==> src/rtl/proc_mem_pkg.sv <==
// rtl/proc_mem_pkg.sv - shared types for the processor/memory arbiter
// Purpose: request-type codes, owner and state enums used by the arbiter
//   and its round-robin helper.
// Ports: none (package).
package proc_mem_pkg;

  localparam logic MEM_READ  = 1'b0;
  localparam logic MEM_WRITE = 1'b1;

  typedef enum logic {
    OWN_IMEM,
    OWN_DMEM
  } owner_e;

  typedef enum logic [1:0] {
    ST_IDLE,
    ST_REQ,
    ST_WAIT
  } state_e;

endpackage

==> src/rtl/proc_mem_arbiter_if.sv <==
// rtl/proc_mem_arbiter_if.sv - bundle of fetch, data and memory handshakes
// Purpose: groups the imem/dmem request-response ports and the single memory
//   port into one bundle.
// Modports:
//   master - arbiter view: drives req_rdy/resp toward the processor and
//            memreq_*/memresp_rdy toward memory.
//   slave  - environment view (processor + memory): the mirror image.
interface proc_mem_arbiter_if #(
  parameter int ADDR_W = 32,
  parameter int DATA_W = 32
);
  logic              imemreq_val;
  logic              imemreq_rdy;
  logic [ADDR_W-1:0] imemreq_addr;
  logic              imemresp_val;
  logic [DATA_W-1:0] imemresp_data;

  logic              dmemreq_val;
  logic              dmemreq_rdy;
  logic              dmemreq_type;
  logic [ADDR_W-1:0] dmemreq_addr;
  logic [DATA_W-1:0] dmemreq_wdata;
  logic              dmemresp_val;
  logic [DATA_W-1:0] dmemresp_data;

  logic              memreq_val;
  logic              memreq_rdy;
  logic              memreq_type;
  logic [ADDR_W-1:0] memreq_addr;
  logic [DATA_W-1:0] memreq_wdata;
  logic              memresp_val;
  logic              memresp_rdy;
  logic [DATA_W-1:0] memresp_data;

  modport master (
    input  imemreq_val, imemreq_addr,
    output imemreq_rdy, imemresp_val, imemresp_data,
    input  dmemreq_val, dmemreq_type, dmemreq_addr, dmemreq_wdata,
    output dmemreq_rdy, dmemresp_val, dmemresp_data,
    output memreq_val, memreq_type, memreq_addr, memreq_wdata, memresp_rdy,
    input  memreq_rdy, memresp_val, memresp_data
  );

  modport slave (
    output imemreq_val, imemreq_addr,
    input  imemreq_rdy, imemresp_val, imemresp_data,
    output dmemreq_val, dmemreq_type, dmemreq_addr, dmemreq_wdata,
    input  dmemreq_rdy, dmemresp_val, dmemresp_data,
    input  memreq_val, memreq_type, memreq_addr, memreq_wdata, memresp_rdy,
    output memreq_rdy, memresp_val, memresp_data
  );

endinterface

==> src/rtl/proc_mem_arbiter_rr_arb2.sv <==
// rtl/proc_mem_arbiter_rr_arb2.sv - combinational 2-way round-robin grant
// Purpose: picks imem or dmem; on a tie the one that did not win last time.
// Ports:
//   ival, dval  in   request valids
//   last_grant  in   winner of the previous fired request
//   grant       out  selected requester (imem when neither is valid)
module proc_mem_rr_arb2
  import proc_mem_pkg::*;
(
  input  logic   ival,
  input  logic   dval,
  input  owner_e last_grant,
  output owner_e grant
);

  always_comb begin
    grant = OWN_IMEM;
    if (ival && dval) begin
      grant = (last_grant == OWN_IMEM) ? OWN_DMEM : OWN_IMEM;
    end else if (dval) begin
      grant = OWN_DMEM;
    end
  end

endmodule

==> src/rtl/proc_mem_arbiter.sv <==
// rtl/proc_mem_arbiter.sv - shares one memory port between imem and dmem
// Purpose: round-robin arbitration with the grant locked until memory
//   accepts, one outstanding transaction, response routed to its owner and a
//   sticky timeout flag for a memory that never answers.
// Parameters: TIMEOUT - WAIT cycles without a response before err (>=2).
// Ports:
//   clk  in   clock
//   rst  in   asynchronous active-low reset
//   bus  mst  fetch, data and memory handshakes (proc_mem_arbiter_if.master)
//   err  out  sticky timeout flag
module proc_mem_arbiter
  import proc_mem_pkg::*;
#(
  parameter int TIMEOUT = 64
) (
  input  logic                      clk,
  input  logic                      rst,
  proc_mem_arbiter_if.master        bus,
  output logic                      err
);

  localparam int CNT_W = $clog2(TIMEOUT + 1);

  state_e           state_q, state_d;
  owner_e           owner_q, owner_d;
  owner_e           last_q, last_d;
  logic [CNT_W-1:0] cnt_q, cnt_d;
  logic             err_d;

  owner_e           arb_grant;
  owner_e           sel;
  logic             sel_val;
  logic             fire;
  logic             resp_fire;

  proc_mem_rr_arb2 u_arb (
    .ival       (bus.imemreq_val),
    .dval       (bus.dmemreq_val),
    .last_grant (last_q),
    .grant      (arb_grant)
  );

  // Only IDLE arbitrates; afterwards the grant stays frozen on the owner.
  assign sel     = (state_q == ST_IDLE) ? arb_grant : owner_q;
  assign sel_val = (sel == OWN_DMEM) ? bus.dmemreq_val : bus.imemreq_val;

  // rst gating keeps every handshake output low while reset is asserted,
  // even though the request path is purely combinational.
  assign bus.memreq_val   = rst && (state_q != ST_WAIT) && sel_val;
  assign bus.memreq_type  = (sel == OWN_DMEM) ? bus.dmemreq_type : MEM_READ;
  assign bus.memreq_addr  = (sel == OWN_DMEM) ? bus.dmemreq_addr : bus.imemreq_addr;
  assign bus.memreq_wdata = (sel == OWN_DMEM) ? bus.dmemreq_wdata : '0;

  assign fire            = bus.memreq_val && bus.memreq_rdy;
  assign bus.imemreq_rdy = fire && (sel == OWN_IMEM);
  assign bus.dmemreq_rdy = fire && (sel == OWN_DMEM);

  // Responses are only consumed in WAIT; anything earlier is left on the bus.
  assign bus.memresp_rdy   = rst && (state_q == ST_WAIT);
  assign resp_fire         = bus.memresp_rdy && bus.memresp_val;
  assign bus.imemresp_val  = resp_fire && (owner_q == OWN_IMEM);
  assign bus.dmemresp_val  = resp_fire && (owner_q == OWN_DMEM);
  assign bus.imemresp_data = bus.memresp_data;
  assign bus.dmemresp_data = bus.memresp_data;

  always_comb begin
    state_d = state_q;
    owner_d = owner_q;
    last_d  = last_q;
    cnt_d   = '0;
    err_d   = err;
    case (state_q)
      ST_IDLE: begin
        if (fire) begin
          state_d = ST_WAIT;
          owner_d = sel;
          last_d  = sel;
        end else if (sel_val) begin
          state_d = ST_REQ;
          owner_d = sel;
        end
      end
      ST_REQ: begin
        if (fire) begin
          state_d = ST_WAIT;
          last_d  = owner_q;
        end
      end
      ST_WAIT: begin
        if (bus.memresp_val) begin
          state_d = ST_IDLE;
        end else begin
          cnt_d = (cnt_q == CNT_W'(TIMEOUT)) ? cnt_q : cnt_q + CNT_W'(1);
          // err rises on the same edge the counter reaches TIMEOUT.
          if (cnt_q >= CNT_W'(TIMEOUT - 1)) begin
            err_d = 1'b1;
          end
        end
      end
      default: state_d = ST_IDLE;
    endcase
  end

  always_ff @(posedge clk or negedge rst) begin
    if (!rst) begin
      state_q <= ST_IDLE;
      owner_q <= OWN_IMEM;
      last_q  <= OWN_IMEM;
      cnt_q   <= '0;
      err     <= 1'b0;
    end else begin
      state_q <= state_d;
      owner_q <= owner_d;
      last_q  <= last_d;
      cnt_q   <= cnt_d;
      err     <= err_d;
    end
  end

endmodule

==> src/flat_wrapper.sv <==
// flat-port wrapper written by rule: the top's interface ports become plain ports
module proc_mem_arbiter_flat import proc_mem_pkg::*;
#(
  parameter int TIMEOUT = 64
)
  (clk, rst, err, bus_imemreq_val, bus_imemreq_addr, bus_imemreq_rdy, bus_imemresp_val, bus_imemresp_data, bus_dmemreq_val, bus_dmemreq_type, bus_dmemreq_addr, bus_dmemreq_wdata, bus_dmemreq_rdy, bus_dmemresp_val, bus_dmemresp_data, bus_memreq_val, bus_memreq_type, bus_memreq_addr, bus_memreq_wdata, bus_memresp_rdy, bus_memreq_rdy, bus_memresp_val, bus_memresp_data);
  proc_mem_arbiter_if #(.ADDR_W(32), .DATA_W(32)) bus_i ();
  input  logic clk;
  input  logic rst;
  output logic err;
  input wire logic [$bits(bus_i.imemreq_val)-1:0] bus_imemreq_val;
  input wire logic [$bits(bus_i.imemreq_addr)-1:0] bus_imemreq_addr;
  output wire logic [$bits(bus_i.imemreq_rdy)-1:0] bus_imemreq_rdy;
  output wire logic [$bits(bus_i.imemresp_val)-1:0] bus_imemresp_val;
  output wire logic [$bits(bus_i.imemresp_data)-1:0] bus_imemresp_data;
  input wire logic [$bits(bus_i.dmemreq_val)-1:0] bus_dmemreq_val;
  input wire logic [$bits(bus_i.dmemreq_type)-1:0] bus_dmemreq_type;
  input wire logic [$bits(bus_i.dmemreq_addr)-1:0] bus_dmemreq_addr;
  input wire logic [$bits(bus_i.dmemreq_wdata)-1:0] bus_dmemreq_wdata;
  output wire logic [$bits(bus_i.dmemreq_rdy)-1:0] bus_dmemreq_rdy;
  output wire logic [$bits(bus_i.dmemresp_val)-1:0] bus_dmemresp_val;
  output wire logic [$bits(bus_i.dmemresp_data)-1:0] bus_dmemresp_data;
  output wire logic [$bits(bus_i.memreq_val)-1:0] bus_memreq_val;
  output wire logic [$bits(bus_i.memreq_type)-1:0] bus_memreq_type;
  output wire logic [$bits(bus_i.memreq_addr)-1:0] bus_memreq_addr;
  output wire logic [$bits(bus_i.memreq_wdata)-1:0] bus_memreq_wdata;
  output wire logic [$bits(bus_i.memresp_rdy)-1:0] bus_memresp_rdy;
  input wire logic [$bits(bus_i.memreq_rdy)-1:0] bus_memreq_rdy;
  input wire logic [$bits(bus_i.memresp_val)-1:0] bus_memresp_val;
  input wire logic [$bits(bus_i.memresp_data)-1:0] bus_memresp_data;
  assign bus_i.imemreq_val = bus_imemreq_val;
  assign bus_i.imemreq_addr = bus_imemreq_addr;
  assign bus_imemreq_rdy = bus_i.imemreq_rdy;
  assign bus_imemresp_val = bus_i.imemresp_val;
  assign bus_imemresp_data = bus_i.imemresp_data;
  assign bus_i.dmemreq_val = bus_dmemreq_val;
  assign bus_i.dmemreq_type = bus_dmemreq_type;
  assign bus_i.dmemreq_addr = bus_dmemreq_addr;
  assign bus_i.dmemreq_wdata = bus_dmemreq_wdata;
  assign bus_dmemreq_rdy = bus_i.dmemreq_rdy;
  assign bus_dmemresp_val = bus_i.dmemresp_val;
  assign bus_dmemresp_data = bus_i.dmemresp_data;
  assign bus_memreq_val = bus_i.memreq_val;
  assign bus_memreq_type = bus_i.memreq_type;
  assign bus_memreq_addr = bus_i.memreq_addr;
  assign bus_memreq_wdata = bus_i.memreq_wdata;
  assign bus_memresp_rdy = bus_i.memresp_rdy;
  assign bus_i.memreq_rdy = bus_memreq_rdy;
  assign bus_i.memresp_val = bus_memresp_val;
  assign bus_i.memresp_data = bus_memresp_data;
  proc_mem_arbiter #(.TIMEOUT(TIMEOUT)) u_core (.clk(clk), .rst(rst), .bus(bus_i), .err(err));
endmodule
==> config.mk <==
export PLATFORM = sky130hd
export DESIGN_NAME = proc_mem_arbiter_flat
export DESIGN_NICKNAME = d
export VERILOG_FILES = /design/src/rtl/proc_mem_pkg.sv /design/src/rtl/proc_mem_arbiter_if.sv /design/src/rtl/proc_mem_arbiter_rr_arb2.sv /design/src/rtl/proc_mem_arbiter.sv /design/src/flat_wrapper.sv
export SDC_FILE = /design/constraint.sdc
export NUM_CORES = 1
export LEC_CHECK = 0
export CORE_AREA = 2 2 105 107
export DETAILED_ROUTE_END_ITERATION = 6
export DIE_AREA = 0 0 107 109
export GPL_ROUTABILITY_DRIVEN = 0
export SYNTH_ARGS = -nofsm -noshare
export SYNTH_HDL_FRONTEND = slang
export SYNTH_SLANG_ARGS = --single-unit
==> constraint.sdc <==
create_clock -name clk -period 5.1 [get_ports clk]
set_input_delay 1.275 -clock clk [delete_from_list [all_inputs] [get_ports clk]]
set_output_delay 1.275 -clock clk [all_outputs]
set_load 0.01 [all_outputs]
==> flow_metrics.tcl, run 1 <==
set metrics [dict create \
    status "complete, no violations" \
    leakagePower_uw 0.001370 \
    synth_seq_area_share 0.1544 \
    pwr-share-comb 0.767 \
    start_util 0.1834 \
    crit_slowest_cell "clkdlybuf4s50_1" \
    yosys_most_used_dff "dfrtp_1" \
    min_path_type "reg2reg" \
    finalMaxSlewViolations 0 \
    ys_types 33 \
    hold_viol 0 \
    slowest_delay_ns 0.60 \
    pin_count 271 \
    cts_resized 0 \
    dieArea_sq_mm 0.01166 \
    switching_share 0.3505 \
    die_h_um 109 \
    num_rows 38 \
    p_sw_uw 306.0 \
    num-fill-cells 1081 \
    fin_crit_ns 4.666 \
    cp.arrival_ns 3.39 \
    timing.slew.headroom 0.5094 \
    syn2layout_area_growth_pct 73.42 \
    tightest_slew_ns 0.7344 \
    core_sq_mm 0.01060 \
    vias_per_cell 4.015 \
    finalSetupTns_ns 0 \
    ir_worst_vdd_uv 118.0 \
    hpwl_mm 6.306 \
    grt.total_usage 0.1149 \
    cts-htree-levels 1 \
    cts_num_sinks 12 \
    critical_path_class "in2out" \
    portBuffers 174 \
    p_per_area_mw_per_mm2 258.9 \
    rsz0062_at_grt "false" \
    detailedPlace.worstSlack_ns 0.4553 \
    syn_avg_cell_area_sq_um 9.086 \
    power.share.clock 0.096 \
    startpoint_type "input pin" \
    fmaxAchievable_ghz 0.2143 \
    yosys-top-cells-count "buf_4, nor2b_1, mux2_4, dfrtp_1" \
    synthesis.area_sq_mm 0.001944 \
    clk_latency_ns 0.24 \
    n_antenna_cell 0 \
    cp-end-kind "output port" \
    worst_path_most_repeated_cell "clkdlybuf4s50_1" \
    seqPwrFrac 0.137 \
    wl_mm 7.396 \
    vias 1851 \
    drc_errors 0 \
    antenna_left 0 \
    maxCapViolCount 0 \
    synth_area_leader_cell "buf_4" \
    synth_fp_nets 351 \
    synth_top_area_share 0.2471 \
    synthTopCellsByArea "buf_4, mux2_4, dfrtp_1" \
    synth_warnings 0 \
    nets 460 \
    ff_latch_area_sq_um 300.3 \
    grt_pass1_wl_mm 10.34 \
    grt_max_degree 69 \
    antenna_found_initial 0 \
    worstPathMaxFanout 68 \
    intPower_uw 567.1 \
    cts_tree "yes" \
    clock_skew_ns 0.0004115 \
    synth.most_common_cell "buf_4" \
    p_total_uw 873.1 \
    synth_edf_count 0 \
    period_share 0.9149 \
    dr.pass1.iters 4 \
    setup_ws_ns 0.4340 \
    finalSetupViolCount 0 \
    layout-drive-gt1-share 0.1277 \
    grt-ovfl-total 0 \
    fp.dieW_um 107 \
    routedWlPerCell_um 16.04 \
    synth_async_sr_flop_share 1.000 \
    hold_buffers 0 \
    first_iter_violations 60 \
    grt_pass1_vias 1843 \
    ys_ff_latch 12 \
    cts_setup_buffers 0 \
    critical_path.top_delay_family "buffers and inverters" \
    required_ns 3.83 \
    path_cells "clkdlybuf4s50_1 > a21boi_2 > mux2i_4 > buf_12 > mux2_4 > clkdlybuf4s50_1" \
    cts-root-buf "clkbuf_8" \
    cts_buffer_depth 2 \
    crit_buf_inv 3 \
    multiInputGateArea_sq_mm 0.001064 \
    numCtsBuffers 3 \
    clk_pin_slew_ns 0.05 \
    synthesis.instances 214 \
]
==> cell type report <==
class / instances / share of cell area
well taps: 140 / 0.05195
inverters: 6 / 0.006679
repair buffers: 176 / 0.5247
flip-flops and latches: 12 / 0.08905
clock buffers: 3 / 0.01224
multi-input cells: 124 / 0.3154
==> sequential cells by signal, summed over array words and instances, names as in the netlist <==
signal	count
u_core.owner_q	1
u_core.last_q	1
u_core.state_q	2
u_core.cnt_q	7
u_core.err	1
==> cells in the final DEF (no fill, tap or decap), drive strengths merged, types with 2 or more instances in the layout <==
master and instances:
xor2 3, o21ai 5, or3 2, dfrtp 12, nand3 5, clkdlybuf4s50 174, mux2i 4, a21o 3
and3 3, nand2 7, clkbuf 3, nor2b 35, ha 2, a21oi 4, buf 2, inv 6
mux2 32, nor2 8
==> per-stage QoR <==
step,util,std cells,hold WS [ns],cell area (sq um)
6_report,0.3180,461,0.4699,3372
4_1_cts,0.3180,461,0.4754,3372
2_1_floorplan,-,214,0.4570,1944
5_1_grt,0.3180,461,0.4991,3372
3_3_place_gp,0.3141,458,0.4600,3331
3_5_place_dp,0.3141,458,0.4598,3331
==> metal layers <==
| metal | wire length [um] | track usage | vias up | part of all wire |
|---|---|---|---|---|
| li1 | - | - | 854 | - |
| met1 | 2872 | 0.1330 | 837 | 0.39 |
| met2 | 3571 | 0.1965 | 154 | 0.48 |
| met3 | 836 | 0.04722 | 6 | 0.11 |
| met4 | 116 | 0.03061 | 0 | 0.016 |
| met5 | 0 | 0 | - | 0 |
==> logic make-up after synthesis <==
group	count (synthesis)	share of synthesized area
compound gates	17	0.05792
xor+xnor	3	0.01352
fa+ha+maj	2	0.01287
buf+inv	78	0.2986
flops	12	0.1544
mux	36	0.2703
simple gates	66	0.1924
==> power by group through the flow <==
stage | sequential, uW | clock [uW] | combinational (uW)
4_1_cts | 118 | 87.1 | 682
6_report | 119 | 84.0 | 670
5_1_grt | 121 | 90.7 | 711
2_1_floorplan | 113 | 0 | 401
3_5_place_dp | 120 | 0 | 680
3_3_place_gp | 120 | 0 | 676
==> final timing paths <==
check,from,to,slack [ns],cells after the start
max,bus_imemreq_val,bus_memreq_addr[22],0.43,6
min,u_core.err,u_core.err,0.47,1
max reg2reg,u_core.state_q[0],u_core.owner_q,3.51,4
min reg2reg,u_core.err,u_core.err,0.47,1
max in group asynchronous,rst,u_core.cnt_q[6],3.48,2
min in group asynchronous,rst,u_core.state_q[1],1.45,2
Note: power is estimated with default switching activity, not from simulation.
==> run 2, diff against run 1 <==
Settings changed: CAP_MARGIN set to 15, CORE_AREA 2 2 105 107 to 3 3 103 105, DIE_AREA 0 0 107 109 to 0 0 106 108, PLACE_DENSITY set to 0.68.
==> run 2 against run 1 <==
Against the previous run:
- combinational power hardly changed
- clock skew about the same
- first-iteration DRC count up 33%
- largest power group unchanged
- count of clock-buffer cells in the layout unchanged
- power decreased by 0.35%
- sequential cell count is the same
- sequential power hardly changed
==> flow_metrics.tcl, run 2 (synthesis results as in run 1) <==
set metrics [dict create \
    status "complete, no violations" \
    clock_skew_ns 0.0001712 \
    hpwl_mm 7.409 \
    finalSetupTns_ns 0 \
    layout-drive-gt1-share 0.1304 \
    rr_startpoint "u_core.state_q[0]" \
    dieArea_sq_mm 0.01145 \
    startpoint_type "input pin" \
    mostFrequentLayoutCells "clkdlybuf4s50_1, nor2b_1, mux2_4" \
    routedWlPerCell_um 18.49 \
    clk_latency_ns 0.24 \
    vias_per_cell 3.914 \
    min_path_type "reg2reg" \
    rsz0062_at_grt "false" \
    numCtsBuffers 3 \
    timing.slew.headroom 0.5336 \
    syn2layout_area_growth_pct 73.36 \
    finish.instance_area_sq_mm 0.003371 \
    fp.dieW_um 106 \
    vias 1781 \
    ir_worst_vdd_uv 177.3 \
    leakagePower_uw 0.001375 \
    wl_mm 8.411 \
    cp-end-kind "output port" \
    grt.total_usage 0.1317 \
    setup.worst_path.start "bus_imemreq_val" \
    cts_num_sinks 12 \
    pin_count 271 \
    start_util 0.1998 \
    required_ns 3.83 \
    grt-ovfl-total 0 \
    layout.cells.non_filler 455 \
    dp.cells 452 \
    num_rows 36 \
    core_sq_mm 0.009729 \
    grt_pass1_vias 1816 \
    reg2reg_to "u_core.owner_q" \
    hold_viol 0 \
    fin_crit_ns 4.695 \
    r2r_slack_ns 3.42 \
    whs_path_depth 1 \
    cts_tree "yes" \
    cp-endpoint "bus_memreq_addr[24]" \
    clk_pin_slew_ns 0.05 \
    cts-htree-levels 1 \
    reg2reg_depth 4 \
    cts_buffer_depth 2 \
    grt_max_degree 40 \
    dr.pass1.iters 4 \
    antenna_found_initial 0 \
    finalMaxSlewViolations 0 \
    finish.utilization 0.3465 \
    cts_setup_buffers 0 \
    antenna_left 0 \
    cts-root-buf "clkbuf_8" \
    period_share 0.9205 \
    drc_errors 0 \
    grt_pass1_wl_mm 11.54 \
    portBuffers 174 \
    cts_resized 0 \
    fmaxAchievable_ghz 0.2130 \
    top_regs "u_core.cnt_q x7, u_core.state_q x2" \
    die_h_um 108 \
    critical_path_class "in2out" \
    largest_register_ffs 7 \
    tightest_slew_ns 0.6982 \
    p_per_area_mw_per_mm2 258.1 \
    top_register "u_core.cnt_q" \
    maxCapViolCount 0 \
    n_antenna_cell 0 \
    finalSetupViolCount 0 \
    worstPathMaxFanout 29 \
    first_iter_violations 80 \
    dpl_cell_area_sq_mm 0.003329 \
    cp.arrival_ns 3.42 \
    layout_commonest_cell "clkdlybuf4s50_1" \
    hold_buffers 0 \
    nets 461 \
]
-- run 2: changes by cell type in the layout (fill, tap and decap cells not counted) --
cell / before / now
buf_4: 1 / 2
-- run 2: final cells by class --
| type | count | area, sq um |
|---|---|---|
| fillers | 986 | 6359 |
| well taps | 133 | 166.4 |
| flip-flops and latches | 12 | 300.3 |
| repair buffers | 177 | 1777 |
| clock buffers | 3 | 41.29 |
| inverters | 6 | 22.52 |
| multi-input cells | 124 | 1064 |
-- run 2: report_power, final --
group,switching (uW),internal [uW]
logic,253,414
registers,14.0,104
clock network,33.0,51.9
total,300,571
-- run 2: worst min path at each step --
stage | from | endpoint | slack [ns]
2_1_floorplan | u_core.state_q[1] | u_core.state_q[0] | 0.46
3_3_place_gp | u_core.err | u_core.err | 0.44
3_5_place_dp | u_core.err | u_core.err | 0.45
4_1_cts | u_core.err | u_core.err | 0.46
5_1_grt | u_core.err | u_core.err | 0.50
6_report | u_core.err | u_core.err | 0.46
-- run 2: worst max-delay path, cell delays in order --
cell,delay (ns)
clkdlybuf4s50_1,0.58
a21boi_2,0.10
mux2i_4,0.18
buf_4,0.43
mux2_4,0.35
clkdlybuf4s50_1,0.49
-- run 2: per-layer routing --
layer  up-vias  GRT usage  part of all wire
met1       789     0.1334              0.32
met5         -          0                 0
met4         0    0.02035            0.0051
met3         8     0.1319              0.22
met2       130     0.1976              0.46
li1        854          -                 -
-- run 2: stage by stage --
stage | power (uW) | hold WS [ns] | setup WS, ns
after global placement | 787.1 | 0.4426 | 0.4897
after CTS | 883.1 | 0.4620 | 0.4003
after global routing | 923.3 | 0.5002 | 0.3288
final | 870.1 | 0.4597 | 0.4054
after floorplan | 513.6 | 0.4570 | 1.655
after detailed placement | 795.3 | 0.4459 | 0.4029
==> run 3, diff against run 2 <==
Settings changed: CELL_PAD_IN_SITES_DETAIL_PLACEMENT set to 2, CELL_PAD_IN_SITES_GLOBAL_PLACEMENT set to 2, CORE_AREA 3 3 103 105 to not set, CORE_ASPECT_RATIO set to 0.75, CORE_MARGIN set to 3, CORE_UTILIZATION set to 12, CTS_CLUSTER_DIAMETER set to 120, DIE_AREA 0 0 106 108 to not set, PLACE_DENSITY 0.68 to not set, PLACE_DENSITY_LB_ADDON set to 0.1, SLEW_MARGIN set to 20.
==> run 3 against run 2 <==
Against the previous run:
- count of clock-buffer cells in the layout is the same
- clock skew is 0.0023 ns higher
- combinational power up 1%
- global-route usage is 3.2 points lower
- core utilization shrank 12 points
- hold slack got worse by 0.0061 ns
- register-to-register slack better by 0.08 ns
- wire length is 15% higher
- critical path type unchanged
==> flow_metrics.tcl, run 3 (synthesis results as in run 1) <==
set metrics [dict create \
    status "complete, no violations" \
    grt-ovfl-total 0 \
    grt_max_degree 69 \
    num_rows 39 \
    n_antenna_cell 0 \
    rsz0062_at_grt "false" \
    routedWlPerCell_um 18.43 \
    finalSetupTns_ns 0 \
    finalSetupViolCount 0 \
    grt_pass1_vias 1840 \
    drc_errors 0 \
    hpwl_mm 8.412 \
    antenna_found_initial 0 \
    finalMaxSlewViolations 0 \
    dieArea_sq_mm 0.01778 \
    slowest_delay_ns 0.59 \
    cts_tree "yes" \
    fmaxAchievable_ghz 0.2134 \
    wl_mm 9.692 \
    portBuffers 174 \
    vias_per_cell 3.426 \
    clk_latency_ns 0.24 \
    dpl_cell_area_sq_mm 0.003412 \
    tightest_slew_ns 0.8169 \
    grt_use_met1 0.1230 \
    syn2layout_area_growth_pct 79.34 \
    layout-drive-gt1-share 0.1277 \
    pin_count 271 \
    crit_buf_inv 3 \
    grt_most_used_layer "met2" \
    clock_skew_ns 0.002482 \
    cts_buffer_depth 2 \
    p_per_area_mw_per_mm2 270.4 \
    numCtsBuffers 3 \
    core_sq_mm 0.01557 \
    maxCapViolCount 0 \
    required_ns 3.83 \
    ir_worst_vdd_uv 130.2 \
    antenna_left 0 \
    cp-end-kind "output port" \
    gr-usage-met3 0.03074 \
    hold_viol 0 \
    leakagePower_uw 0.001385 \
    hold_slack_ns 0.4536 \
    grtUsageMet2 0.1747 \
    die_h_um 116.2 \
    clk_pin_slew_ns 0.05 \
    finish.instance_area_sq_mm 0.003487 \
    hold_buffers 0 \
    cts_resized 0 \
    top_register "u_core.cnt_q" \
    cts-root-buf "clkbuf_16" \
    cts-htree-levels 1 \
    fp.dieW_um 153.0 \
    nets 460 \
    timing.slew.headroom 0.4542 \
    cts_num_sinks 12 \
    cp.arrival_ns 3.41 \
    path_cells "clkdlybuf4s50_1 > a21boi_2 > mux2i_4 > buf_12 > mux2_2 > clkdlybuf4s50_1" \
    dr.pass1.iters 2 \
    grt.total_usage 0.09939 \
    startpoint_type "input pin" \
    cts_setup_buffers 0 \
    worst_path_most_repeated_cell "clkdlybuf4s50_1" \
    critical_path_class "in2out" \
    mostFrequentLayoutCells "clkdlybuf4s50_1, nor2b_1, mux2_4" \
    layout_commonest_cell "clkdlybuf4s50_1" \
    start_util 0.1249 \
    first_iter_violations 40 \
    period_share 0.9189 \
    vias 1802 \
    grt_pass1_wl_mm 13.27 \
    worstPathMaxFanout 68 \
    crit_slowest_cell "clkdlybuf4s50_1" \
    fin_crit_ns 4.687 \
    largest_register_ffs 7 \
    top_regs "u_core.cnt_q x7, u_core.state_q x2" \
    critical_path.top_delay_family "buffers and inverters" \
    min_path_type "reg2reg" \
]
## run 3: cell types whose count changed in the layout (fill, tap and decap cells not counted)
| cell | before | now |
|---|---|---|
| clkbuf_16 | 0 | 3 |
| clkbuf_8 | 3 | 0 |
| buf_4 | 2 | 1 |
## run 3: cell type report
cell class              count  area, sq um
clock buffers               3        75.07
flip-flops and latches     12        300.3
repair buffers            176         1769
fillers                  1742        12080
well taps                 205        256.5
inverters                   6        22.52
multi-input cells         124         1064
## run 3: worst register-to-register path: stages, from the launching register on
cell and delay [ns]:
dfrtp_1 0.47, nor2_2 0.20, mux2i_4 0.27, buf_12 0.37, o21ai_0 0.15
## run 3: report_power, final
part	switching [uW]	internal, uW	total, uW
logic	266	411	677
registers	16.0	104	120
clock network	42.7	102	145
## run 3: layer usage
layer,up-vias,part of all wire
li1,853,-
met5,-,0
met4,0,0.0061
met3,7,0.074
met2,94,0.51
met1,848,0.41
## run 3: final timing paths
kind	startpoint	to	slack, ns	cells after the start
max in group asynchronous	rst	u_core.last_q	3.48	2
worst min-delay path	u_core.err	u_core.err	0.45	1
worst max-delay path	bus_imemreq_val	bus_memreq_addr[9]	0.41	6
worst max register to register	u_core.state_q[0]	u_core.owner_q	3.50	4
min in group asynchronous	rst	u_core.err	1.42	2
worst min register to register	u_core.err	u_core.err	0.45	1
## run 3: through the flow
stage,cells,power (uW),worst slack (ns),utilization
5_1_grt,526,1000,0.3133,0.2240
4_1_cts,526,965.1,0.3799,0.2240
6_report,526,942.9,0.4135,0.2240
3_3_place_gp,523,818.2,0.4027,0.2192
2_1_floorplan,214,513.6,1.655,-
3_5_place_dp,523,814.7,0.3800,0.2192
